===== config.mk =====
export PLATFORM = sky130hd
export DESIGN_NAME = uart_bus_bridge
export DESIGN_NICKNAME = d
export VERILOG_FILES = /design/src/rtl/uart_bus_bridge_pkg.sv /design/src/rtl/uart_bus_bridge_serial_phy.sv /design/src/rtl/uart_bus_bridge.sv
export SDC_FILE = /design/constraint.sdc
export NUM_CORES = 1
export LEC_CHECK = 0
export BUFFER_PORTS_ARGS = -buffer_cell sky130_fd_sc_hd__buf_4
export CORE_ASPECT_RATIO = 1.5
export CORE_MARGIN = 1.5
export CORE_UTILIZATION = 45
export DETAILED_ROUTE_END_ITERATION = 6
export PLACE_DENSITY = 0.64
export SETUP_SLACK_MARGIN = 0.2
export SLEW_MARGIN = 20
export SYNTH_ARGS = -nofsm -noshare
export SYNTH_HDL_FRONTEND = slang
export SYNTH_HIERARCHICAL = 1
export SYNTH_SLANG_ARGS = --single-unit

===== constraint.sdc =====
create_clock -name clk -period 4.6 [get_ports clk]
set_clock_uncertainty 0.1 [all_clocks]
set_input_delay 0.92 -clock clk [delete_from_list [all_inputs] [get_ports clk]]
set_output_delay 0.92 -clock clk [all_outputs]
set_load 0.01 [all_outputs]

===== src/rtl/uart_bus_bridge_pkg.sv =====
// ----------------------------------------------------------------------------
// uart_bus_bridge_pkg
// Shared definitions for the serial debug bus initiator: frame FSM states,
// command byte field positions, default reply bytes and a command check.
// ----------------------------------------------------------------------------
package uart_bus_bridge_pkg;

  typedef enum logic [1:0] {
    IDLE  = 2'd0,
    WDATA = 2'd1,
    BUS   = 2'd2,
    REPLY = 2'd3
  } state_t;

  localparam int CMD_WR_BIT  = 7;
  localparam int CMD_RSV_HI  = 6;
  localparam int CMD_RSV_LO  = 5;
  localparam int CMD_ADDR_HI = 4;
  localparam int CMD_ADDR_LO = 0;

  localparam logic [7:0] DEF_ACK_BYTE = 8'h06;
  localparam logic [7:0] DEF_NAK_BYTE = 8'h15;

  // Reserved command bits must be zero for the command to be executed.
  function automatic logic cmd_is_valid(input logic [7:0] cmd);
    return cmd[CMD_RSV_HI:CMD_RSV_LO] == 2'b00;
  endfunction

endpackage


===== src/rtl/uart_bus_bridge_serial_phy.sv =====
// ----------------------------------------------------------------------------
// uart_serial_phy
// 8N1 serial receiver and transmitter.
//   clk, rst          : system clock, async active-high reset
//   rx                : serial input (asynchronous, idle high)
//   tx                : serial output (idle high)
//   rx_valid, rx_byte : one-cycle pulse with a correctly framed byte
//   tx_start, tx_byte : load a byte for transmission when tx_busy is low
//   tx_busy           : low when idle or in the final cycle of a stop bit,
//                       so a new byte can follow with no idle gap
// ----------------------------------------------------------------------------
module uart_serial_phy
  import uart_bus_bridge_pkg::*;
#(
  parameter int CLKS_PER_BIT = 868
) (
  input  logic       clk,
  input  logic       rst,
  input  logic       rx,
  output logic       tx,
  output logic       rx_valid,
  output logic [7:0] rx_byte,
  input  logic       tx_start,
  input  logic [7:0] tx_byte,
  output logic       tx_busy
);

  localparam int CW = $clog2(CLKS_PER_BIT);
  localparam logic [CW-1:0] BIT_LAST  = CW'(CLKS_PER_BIT - 1);
  localparam logic [CW-1:0] HALF_LAST = CW'(CLKS_PER_BIT / 2 - 1);

  localparam logic [1:0] S_IDLE  = 2'd0;
  localparam logic [1:0] S_START = 2'd1;
  localparam logic [1:0] S_DATA  = 2'd2;
  localparam logic [1:0] S_STOP  = 2'd3;

  // ---------------- receiver ----------------
  logic          rx_meta, rx_sync, rx_sync_d;
  logic [1:0]    r_state;
  logic [CW-1:0] r_cnt;
  logic [2:0]    r_idx;
  logic [7:0]    r_sh;

  always_ff @(posedge clk or posedge rst) begin
    if (rst) begin
      rx_meta   <= 1'b1;
      rx_sync   <= 1'b1;
      rx_sync_d <= 1'b1;
    end else begin
      rx_meta   <= rx;
      rx_sync   <= rx_meta;
      rx_sync_d <= rx_sync;
    end
  end

  always_ff @(posedge clk or posedge rst) begin
    if (rst) begin
      r_state <= S_IDLE;
      r_cnt   <= '0;
      r_idx   <= '0;
      r_sh    <= '0;
    end else begin
      case (r_state)
        S_IDLE: begin
          if (rx_sync_d && !rx_sync) begin
            r_cnt   <= HALF_LAST;
            r_state <= S_START;
          end
        end
        S_START: begin
          if (r_cnt == '0) begin
            // A start bit that is high again at half-bit was a glitch.
            if (!rx_sync) begin
              r_cnt   <= BIT_LAST;
              r_idx   <= '0;
              r_state <= S_DATA;
            end else begin
              r_state <= S_IDLE;
            end
          end else begin
            r_cnt <= r_cnt - 1'b1;
          end
        end
        S_DATA: begin
          if (r_cnt == '0) begin
            r_sh  <= {rx_sync, r_sh[7:1]};
            r_cnt <= BIT_LAST;
            if (r_idx == 3'd7) r_state <= S_STOP;
            else               r_idx   <= r_idx + 1'b1;
          end else begin
            r_cnt <= r_cnt - 1'b1;
          end
        end
        default: begin
          if (r_cnt == '0) r_state <= S_IDLE;
          else             r_cnt   <= r_cnt - 1'b1;
        end
      endcase
    end
  end

  // Valid in the stop-bit sample cycle; a low stop bit drops the byte.
  assign rx_valid = (r_state == S_STOP) && (r_cnt == '0) && rx_sync;
  assign rx_byte  = r_sh;

  // ---------------- transmitter ----------------
  logic [1:0]    t_state;
  logic [CW-1:0] t_cnt;
  logic [2:0]    t_idx;
  logic [7:0]    t_sh;
  logic          tx_ready;

  assign tx_ready = (t_state == S_IDLE) || ((t_state == S_STOP) && (t_cnt == '0));
  assign tx_busy  = !tx_ready;

  always_ff @(posedge clk or posedge rst) begin
    if (rst) begin
      tx      <= 1'b1;
      t_state <= S_IDLE;
      t_cnt   <= '0;
      t_idx   <= '0;
      t_sh    <= '0;
    end else if (tx_ready) begin
      if (tx_start) begin
        t_sh    <= tx_byte;
        tx      <= 1'b0;
        t_cnt   <= BIT_LAST;
        t_state <= S_START;
      end else begin
        tx      <= 1'b1;
        t_state <= S_IDLE;
      end
    end else if (t_cnt != '0) begin
      t_cnt <= t_cnt - 1'b1;
    end else begin
      t_cnt <= BIT_LAST;
      case (t_state)
        S_START: begin
          tx      <= t_sh[0];
          t_idx   <= '0;
          t_state <= S_DATA;
        end
        S_DATA: begin
          if (t_idx == 3'd7) begin
            tx      <= 1'b1;
            t_state <= S_STOP;
          end else begin
            tx    <= t_sh[1];
            t_idx <= t_idx + 1'b1;
          end
          t_sh <= {1'b0, t_sh[7:1]};
        end
        default: t_state <= S_IDLE;
      endcase
    end
  end

endmodule


===== src/rtl/uart_bus_bridge.sv =====
// ----------------------------------------------------------------------------
// uart_bus_bridge
// Serial debug initiator: executes one IO bus read or write per command frame
// received on rx and answers on tx (ACK, NAK or 4 little-endian read bytes).
//   clk, rst   : system clock, async active-high reset
//   rx, tx     : 8N1 serial in/out, idle high
//   addr       : IO register address (held from the access until next frame)
//   cs         : high only in the single access cycle
//   read/write : access strobes, qualified by cs
//   write_data : write payload (held from the access until next frame)
//   read_data  : responder data, sampled at the end of the read cycle
//   busy       : frame in progress or reply still being sent
//
// state | meaning
// IDLE  | waiting for a command byte
// WDATA | collecting 4 write data bytes, timeout armed
// BUS   | single bus access cycle, first reply byte launched
// REPLY | sending remaining reply bytes
// ----------------------------------------------------------------------------
module uart_bus_bridge
  import uart_bus_bridge_pkg::*;
#(
  parameter int         CLKS_PER_BIT   = 868,
  parameter int         TIMEOUT_CYCLES = 1_000_000,
  parameter logic [7:0] ACK_BYTE       = DEF_ACK_BYTE,
  parameter logic [7:0] NAK_BYTE       = DEF_NAK_BYTE
) (
  input  logic        clk,
  input  logic        rst,
  input  logic        rx,
  output logic        tx,
  output logic [4:0]  addr,
  output logic        cs,
  output logic        read,
  output logic        write,
  output logic [31:0] write_data,
  input  logic [31:0] read_data,
  output logic        busy
);

  localparam int TW = $clog2(TIMEOUT_CYCLES + 1);
  localparam logic [TW-1:0] TO_LAST = TW'(TIMEOUT_CYCLES - 1);

  state_t        state;
  logic          cmd_wr;
  logic [4:0]    cmd_addr;
  logic [1:0]    wcnt;
  logic [TW-1:0] to_cnt;
  logic [23:0]   wsh;
  logic [23:0]   reply_sh;
  logic [1:0]    reply_left;

  logic          rx_valid;
  logic [7:0]    rx_byte;
  logic          tx_start;
  logic [7:0]    tx_byte;
  logic          tx_busy;

  uart_serial_phy #(
    .CLKS_PER_BIT(CLKS_PER_BIT)
  ) u_phy (
    .clk      (clk),
    .rst      (rst),
    .rx       (rx),
    .tx       (tx),
    .rx_valid (rx_valid),
    .rx_byte  (rx_byte),
    .tx_start (tx_start),
    .tx_byte  (tx_byte),
    .tx_busy  (tx_busy)
  );

  assign cs    = (state == BUS);
  assign write = cs && cmd_wr;
  assign read  = cs && !cmd_wr;
  assign busy  = (state != IDLE);

  // The first reply byte is launched in the same cycle as the decision so
  // its start bit begins on the following cycle.
  always_comb begin
    tx_start = 1'b0;
    tx_byte  = reply_sh[7:0];
    case (state)
      IDLE: begin
        if (rx_valid && !cmd_is_valid(rx_byte)) begin
          tx_start = 1'b1;
          tx_byte  = NAK_BYTE;
        end
      end
      BUS: begin
        tx_start = 1'b1;
        tx_byte  = cmd_wr ? ACK_BYTE : read_data[7:0];
      end
      REPLY: begin
        if (!tx_busy && (reply_left != 2'd0)) tx_start = 1'b1;
      end
      default: ;
    endcase
  end

  always_ff @(posedge clk or posedge rst) begin
    if (rst) begin
      state      <= IDLE;
      cmd_wr     <= 1'b0;
      cmd_addr   <= '0;
      wcnt       <= '0;
      to_cnt     <= '0;
      wsh        <= '0;
      reply_sh   <= '0;
      reply_left <= '0;
      addr       <= '0;
      write_data <= '0;
    end else begin
      case (state)
        IDLE: begin
          if (rx_valid) begin
            cmd_wr   <= rx_byte[CMD_WR_BIT];
            cmd_addr <= rx_byte[CMD_ADDR_HI:CMD_ADDR_LO];
            if (!cmd_is_valid(rx_byte)) begin
              reply_left <= 2'd0;
              state      <= REPLY;
            end else if (rx_byte[CMD_WR_BIT]) begin
              wcnt   <= '0;
              to_cnt <= TO_LAST;
              state  <= WDATA;
            end else begin
              addr  <= rx_byte[CMD_ADDR_HI:CMD_ADDR_LO];
              state <= BUS;
            end
          end
        end
        WDATA: begin
          if (rx_valid) begin
            to_cnt <= TO_LAST;
            wsh    <= {rx_byte, wsh[23:8]};
            if (wcnt == 2'd3) begin
              // Bus outputs only change when the access actually happens.
              addr       <= cmd_addr;
              write_data <= {rx_byte, wsh};
              state      <= BUS;
            end else begin
              wcnt <= wcnt + 1'b1;
            end
          end else if (to_cnt == '0) begin
            state <= IDLE;
          end else begin
            to_cnt <= to_cnt - 1'b1;
          end
        end
        BUS: begin
          if (!cmd_wr) begin
            reply_sh   <= read_data[31:8];
            reply_left <= 2'd3;
          end else begin
            reply_left <= 2'd0;
          end
          state <= REPLY;
        end
        default: begin
          if (!tx_busy) begin
            if (reply_left != 2'd0) begin
              reply_sh   <= {8'h00, reply_sh[23:8]};
              reply_left <= reply_left - 1'b1;
            end else begin
              state <= IDLE;
            end
          end
        end
      endcase
    end
  end

endmodule


==> results.sh, run 1 <==
export IMPL_outcome="complete, no violations"
export IMPL_synthesis_area_mm2=0.008124
export IMPL_timing_final_crit_share=0.8560
export IMPL_fp_coreArea_mm2=0.01779
export IMPL_hp_class="flop to flop"
export IMPL_max_freq_mhz=254.0
export IMPL_syn_area_per_cell_um2=11.08
export IMPL_area_growth_pct=16.79
export IMPL_grt_max_degree=91
export IMPL_ios=77
export IMPL_diodes=0
export IMPL_critical_path_buf_inv_count=3
export IMPL_fin_crit_ns=3.938
export IMPL_chipWidth_um=112.7
export IMPL_initial_core_util=0.4566
export IMPL_cp_top_family="simple AND/OR/NAND/NOR gates"
export IMPL_crit_slowest_cell="or4b_4"
export IMPL_final_nets=857
export IMPL_die_h_um=167.6
export IMPL_grt_antenna_before_repair=0
export IMPL_yosys_warnings=6
export IMPL_postSynthCellCount=733
export IMPL_p_per_area_mw_per_mm2=463.1
export IMPL_grt_pass1_vias=6225
export IMPL_clkSinkCount=167
export IMPL_rsz0062_at_grt="false"
export IMPL_power_switching_uw=1445
export IMPL_ys_seq_elements=167
export IMPL_nFillCells=1577
export IMPL_place_ws_ns=0.7040
export IMPL_power_share_clock=0.342
export IMPL_cts_tree="built"
export IMPL_clk_path_buf_depth=2
export IMPL_ys_seq_area_frac=0.5150
export IMPL_finalHoldViolations=0
export IMPL_portBuffers=76
export IMPL_ctsResizeCount=0
export IMPL_grtUsageTotal=0.1990
export IMPL_setup_tns_ns=0
export IMPL_avgRoutedWirePerCell_um=17.26
export IMPL_grt_overflow=0
export IMPL_worst_path_largest_cell_delay_ns=0.53
export IMPL_swShare=0.3290
export IMPL_setup_viol=0
export IMPL_startpoint_type="flop"
export IMPL_synth_edf_count=0
export IMPL_drtPass1Iterations=5
export IMPL_cp_max_fo=8
export IMPL_synthArstFlopShare=1.000
export IMPL_ys_flop_type="dfrtp_1"
export IMPL_ant_nets=0
export IMPL_synth_distinct_cells=78
export IMPL_drt_iter0_drc=361
export IMPL_cpMostUsedCell="inv_1"
export IMPL_p_leak_uw=0.004553
export IMPL_die_area_mm2=0.01888
export IMPL_drv_cap=0
export IMPL_htreeDepth=4
export IMPL_combPwrFrac=0.232
export IMPL_slew_headroom=0.2814
export IMPL_worst_ep_arrival_time_ns=4.16
export IMPL_ir_worst_vdd_v=0.0002760
export IMPL_vias_per_cell=5.837
export IMPL_clkLatencyLatePin_ns=0.44
export IMPL_dp_hpwl_um=12440
export IMPL_routed_wirelength_um=17830
export IMPL_regArea_mm2=0.004184
export IMPL_most_common_layout_cells="163 x dfrtp_1, 80 x buf_4, 71 x mux2_2"
export IMPL_ctsHoldBuffers=0
export IMPL_grt_pass1_wl_um=30520
export IMPL_drc_errors=0
export IMPL_gp_congestion=0.8287
export IMPL_p_seq_frac=0.426
export IMPL_tightest_slew_ns=1.075
export IMPL_multiInputGateArea_mm2=0.003659
export IMPL_vias=6030
export IMPL_worst_setup_path_type="flop to flop"
export IMPL_post_cts_buffers=0
export IMPL_required_ns=4.83
export IMPL_setup_ws_ns=0.6624
export IMPL_drive_above_1_share=0.2708
export IMPL_end_kind="flop"
export IMPL_final_common_cell="dfrtp_1"
export IMPL_drv_slew=0
export IMPL_crit_path_cell_trace="inv_1 -> ha_1 -> or4b_4 -> nor3_2 -> and3_1 -> inv_1 -> nor2_1 -> o21ai_0 -> a21boi_0 -> inv_1 -> nor2b_1 -> a41oi_1 -> o21ai_0 -> a22o_1"
export IMPL_syn_nets=787
export IMPL_cts_root_buf="clkbuf_16"
export IMPL_num_rows=60
export IMPL_clk_pin_slew_ns=0.07
export IMPL_internal_power_uw=2948
export IMPL_numCtsBuffers=17
-- path summary, 6_finish.rpt --
kind	start	endpoint	slack, ns	cells after the start
setup / recovery	u_phy/r_cnt[0]	u_phy/t_cnt[7]	0.66	14
setup reg to reg	u_phy/r_cnt[0]	u_phy/t_cnt[7]	0.66	14
hold / removal	u_phy/rx_meta	u_phy/rx_sync	0.26	0
min in group asynchronous	rst	to_cnt[14]	0.56	2
max in group asynchronous	rst	cmd_wr	2.97	3
hold reg to reg	u_phy/rx_meta	u_phy/rx_sync	0.26	0
-- state kept, by name, summed over array words and instances (netlist names), 3 cells and up --
signal and flops:
addr 5, cmd_addr 5, reply_sh 24, to_cnt 20
u_phy/r_cnt 10, u_phy/r_idx 3, u_phy/rx_byte 8, u_phy/t_cnt 10
u_phy/t_idx 3, u_phy/t_sh 8, write_data 32, wsh 24
-- stage by stage --
| stage | total power (µW) | instance area (µm²) | util | std cells | hold WS, ns |
|---|---|---|---|---|---|
| 2_1_floorplan | 2635 | 8124 | - | 733 | 0.2452 |
| 3_3_place_gp | 2854 | 8860 | 0.4980 | 1001 | 0.2488 |
| 3_5_place_dp | 2904 | 8860 | 0.4980 | 1001 | 0.2481 |
| 4_1_cts | 4410 | 9484 | 0.5331 | 1033 | 0.2651 |
| 5_1_grt | 4640 | 9488 | 0.5333 | 1033 | 0.2704 |
| 6_report | 4393 | 9488 | 0.5333 | 1033 | 0.2631 |
-- per-layer routing --
metal / GRT usage / vias to the layer above / part of all wire
li1: - / 2848 / -
met1: 0.2405 / 3011 / 0.42
met2: 0.3407 / 143 / 0.52
met3: 0.04922 / 28 / 0.043
met4: 0.07760 / 0 / 0.019
met5: 0 / - / 0
-- cell usage after synthesis (4+ instances only) --
master | n | area share
ha_1 | 19 | 0.029
a22oi_1 | 4 | 0.0037
or3_1 | 10 | 0.0077
nand4_1 | 7 | 0.0054
nand3_1 | 8 | 0.0049
o32ai_1 | 7 | 0.0075
a21oi_1 | 29 | 0.018
nor2b_1 | 9 | 0.0069
nor4_1 | 12 | 0.0092
or4_1 | 8 | 0.0074
and2_1 | 6 | 0.0046
or2_2 | 6 | 0.0046
a31oi_1 | 14 | 0.011
nor3_1 | 4 | 0.0025
mux2i_1 | 23 | 0.028
nand2b_1 | 8 | 0.0062
nor3b_1 | 5 | 0.0046
and3_1 | 4 | 0.0031
a22o_1 | 16 | 0.017
buf_1 | 4 | 0.0018
buf_2 | 5 | 0.0031
clkbuf_1 | 18 | 0.0083
mux2_2 | 71 | 0.098
inv_1 | 35 | 0.016
o31ai_1 | 14 | 0.013
o41ai_1 | 6 | 0.0065
nor2_1 | 41 | 0.019
dfrtp_1 | 163 | 0.50
o21ai_0 | 43 | 0.026
or4_4 | 4 | 0.0055
dfstp_2 | 4 | 0.013
nand2_1 | 55 | 0.025
-- power groups by stage --
stage	clock (µW)	sequential, µW	combinational [µW]
after floorplan	0	1830	803
after global placement	0	1880	971
after detailed placement	0	1900	1010
after CTS	1520	1870	1020
after global routing	1590	1900	1150
final	1500	1870	1020
-- worst reg2reg max path: cells and delay by family (launching register included) --
kind | cells | cell delay [ns]
AND/OR/NAND/NOR | 5 | 1.33
AO/OA/AOI/OAI | 5 | 1.29
adder cells (fa/ha/maj) | 1 | 0.24
buffers and inverters | 3 | 0.46
flip-flops | 1 | 0.42
-- final cells by class --
type / count / area share
Tap cell: 217 / 0.02862
Multi-Input combinational cell: 499 / 0.3856
Inverter: 38 / 0.01569
Clock inverter: 14 / 0.01952
Sequential cell: 167 / 0.4410
Timing Repair Buffer: 80 / 0.06330
Clock buffer: 18 / 0.04629
-- logic make-up after synthesis --
logic type,Yosys count,share of synthesized area
simple gates,207,0.1400
compound gates,173,0.1465
flops,167,0.5150
mux,97,0.1314
buf+inv,67,0.03465
fa+ha+maj,19,0.02926
xor+xnor,3,0.003235
No activity file was read; power rests on OpenSTA's default activity.
==> run 2, diff against run 1 <==
==> constraint.sdc (replaced) <==
create_clock -name clk -period 4.4 [get_ports clk]
set_clock_uncertainty 0.1 [all_clocks]
set_input_delay 0.88 -clock clk [delete_from_list [all_inputs] [get_ports clk]]
set_output_delay 0.88 -clock clk [all_outputs]
set_load 0.01 [all_outputs]
==> run 2 against run 1 <==
  * Sequential cell count unchanged
  * Critical path type unchanged
  * Global-route usage down 0.11 points
  * Clock power down 3%
  * Maximum frequency up 4.3%
  * Clock-buffer cell count unchanged
  * Largest power group unchanged
  * Sequential share of layout area up 0.093 points
==> results.sh, run 2 (synthesis results as in run 1) <==
export IMPL_outcome="complete, no violations"
export IMPL_initial_core_util=0.4566
export IMPL_grt_pass1_vias=6167
export IMPL_clk_pin_slew_ns=0.07
export IMPL_drive_above_1_share=0.2751
export IMPL_reg2regPathDepth=14
export IMPL_ant_nets=0
export IMPL_grt_pass1_wl_um=30390
export IMPL_numCtsBuffers=17
export IMPL_grtUsageTotal=0.1979
export IMPL_drv_slew=0
export IMPL_setup_tns_ns=0
export IMPL_clkLatencyLatePin_ns=0.44
export IMPL_hp_start="u_phy/rx_meta"
export IMPL_fp_coreArea_mm2=0.01779
export IMPL_worst_setup_path_type="flop to flop"
export IMPL_gp_congestion=0.8264
export IMPL_drtPass1Iterations=4
export IMPL_clk_path_buf_depth=2
export IMPL_required_ns=4.63
export IMPL_largest_reg_flops=32
export IMPL_regMostFlops="write_data"
export IMPL_routed_wirelength_um=17650
export IMPL_num_rows=60
export IMPL_drv_cap=0
export IMPL_ir_worst_vdd_v=0.0002368
export IMPL_portBuffers=76
export IMPL_grt_overflow=0
export IMPL_fin_crit_ns=3.776
export IMPL_rsz0062_at_grt="false"
export IMPL_drt_iter0_drc=327
export IMPL_tightest_slew_ns=0.9307
export IMPL_cp_max_fo=8
export IMPL_nFillCells=1586
export IMPL_swShare=0.3287
export IMPL_top_regs="write_data x32, reply_sh x24, wsh x24"
export IMPL_vias=5957
export IMPL_final_nets=860
export IMPL_crit_slowest_cell="or4b_4"
export IMPL_hold_end="u_phy/rx_sync"
export IMPL_timing_final_crit_share=0.8581
export IMPL_grt_antenna_before_repair=0
export IMPL_avgRoutedWirePerCell_um=17.05
export IMPL_end_kind="flop"
export IMPL_whs_path_depth=0
export IMPL_htreeDepth=4
export IMPL_cts_tree="built"
export IMPL_die_area_mm2=0.01888
export IMPL_post_cts_buffers=0
export IMPL_drc_errors=0
export IMPL_ctsResizeCount=0
export IMPL_die_h_um=167.6
export IMPL_ff2ff_setup_slack_ns=0.62
export IMPL_slew_headroom=0.3795
export IMPL_clkSinkCount=167
export IMPL_ios=77
export IMPL_combPwrFrac=0.237
export IMPL_grt_max_degree=61
export IMPL_dp_hpwl_um=12370
export IMPL_ctsHoldBuffers=0
export IMPL_most_common_layout_cells="163 x dfrtp_1, 83 x buf_4, 71 x mux2_2"
export IMPL_setup_viol=0
export IMPL_p_seq_frac=0.437
export IMPL_area_growth_pct=16.54
export IMPL_p_per_area_mw_per_mm2=473.6
export IMPL_utilization=0.5321
export IMPL_diodes=0
export IMPL_r2r_end="u_phy/t_cnt[7]"
export IMPL_crit_path_cell_trace="inv_1 -> ha_1 -> or4b_4 -> nor3_2 -> and3_2 -> inv_1 -> nor2_1 -> o21ai_0 -> a21boi_0 -> inv_1 -> nor2b_1 -> a41oi_2 -> o21ai_0 -> a22o_1"
export IMPL_cpMostUsedCell="inv_1"
export IMPL_chipWidth_um=112.7
export IMPL_power_switching_uw=1474
export IMPL_p_leak_uw=0.004532
export IMPL_worst_ep_arrival_time_ns=4.00
export IMPL_internal_power_uw=3010
export IMPL_worst_path_largest_cell_delay_ns=0.53
export IMPL_vias_per_cell=5.756
export IMPL_cts_root_buf="clkbuf_16"
export IMPL_r2r_start="u_phy/r_cnt[0]"
export IMPL_hp_class="flop to flop"
export IMPL_power_share_clock=0.326
export IMPL_finalHoldViolations=0
export IMPL_max_freq_mhz=264.9
export IMPL_startpoint_type="flop"
export IMPL_final_common_cell="dfrtp_1"
-- run 2: how the worst max path moves through the flow --
stage          depth (start not counted)               end  slack [ns]           start
6_report                              14    u_phy/t_cnt[7]        0.62  u_phy/r_cnt[0]
5_1_grt                               12  u_phy/t_state[0]        0.28  u_phy/r_cnt[0]
4_1_cts                               14    u_phy/t_cnt[7]        0.42  u_phy/r_cnt[0]
3_5_place_dp                          14    u_phy/t_cnt[7]        0.45  u_phy/r_cnt[0]
3_3_place_gp                          14    u_phy/t_cnt[7]        0.61  u_phy/r_cnt[0]
2_1_floorplan                          1           addr[0]        0.32             rst
-- run 2: worst max-delay path: cells and delay by family, from the launching register on --
kind	cells	cell delay, ns
and+or+nand+nor	5	1.35
adders and majority gates	1	0.23
DFF	1	0.42
AOI/OAI and AO/OA	5	1.13
buffers and inverters	3	0.44
-- run 2: power groups by stage --
stage | Sequential [µW] | Combinational, µW | Clock [µW]
finish | 1960 | 1060 | 1460
global route | 1990 | 1200 | 1560
CTS | 1950 | 1060 | 1500
detailed placement | 1980 | 1060 | 0
global placement | 1970 | 1020 | 0
floorplan | 1920 | 839 | 0
-- run 2: through the flow --
stage	power, µW	setup WS (ns)	cells	hold WS (ns)	cell area, µm²
2_1_floorplan	2755	0.3192	733	0.2452	8124
3_3_place_gp	2989	0.6130	1004	0.2487	8882
3_5_place_dp	3039	0.4474	1004	0.2512	8882
4_1_cts	4518	0.4211	1035	0.2618	9458
5_1_grt	4750	0.2762	1035	0.2685	9468
6_report	4484	0.6243	1035	0.2597	9468
-- run 2: cell type report --
cell class	count	area, µm²	share of cell area
Clock buffer	18	439.2	0.04639
Clock inverter	13	136.4	0.01440
Inverter	38	146.4	0.01546
Multi-Input combinational cell	499	3667	0.3873
Sequential cell	167	4184	0.4419
Tap cell	217	271.5	0.02868
Timing Repair Buffer	83	623.1	0.06581
-- run 2: routing by layer --
metal,vias to the layer above,global-route usage,wire length (µm)
met4,0,0.05173,239
met3,19,0.05356,762
met5,-,0,0
met1,2958,0.2441,7538
li1,2847,-,-
met2,133,0.3420,9110
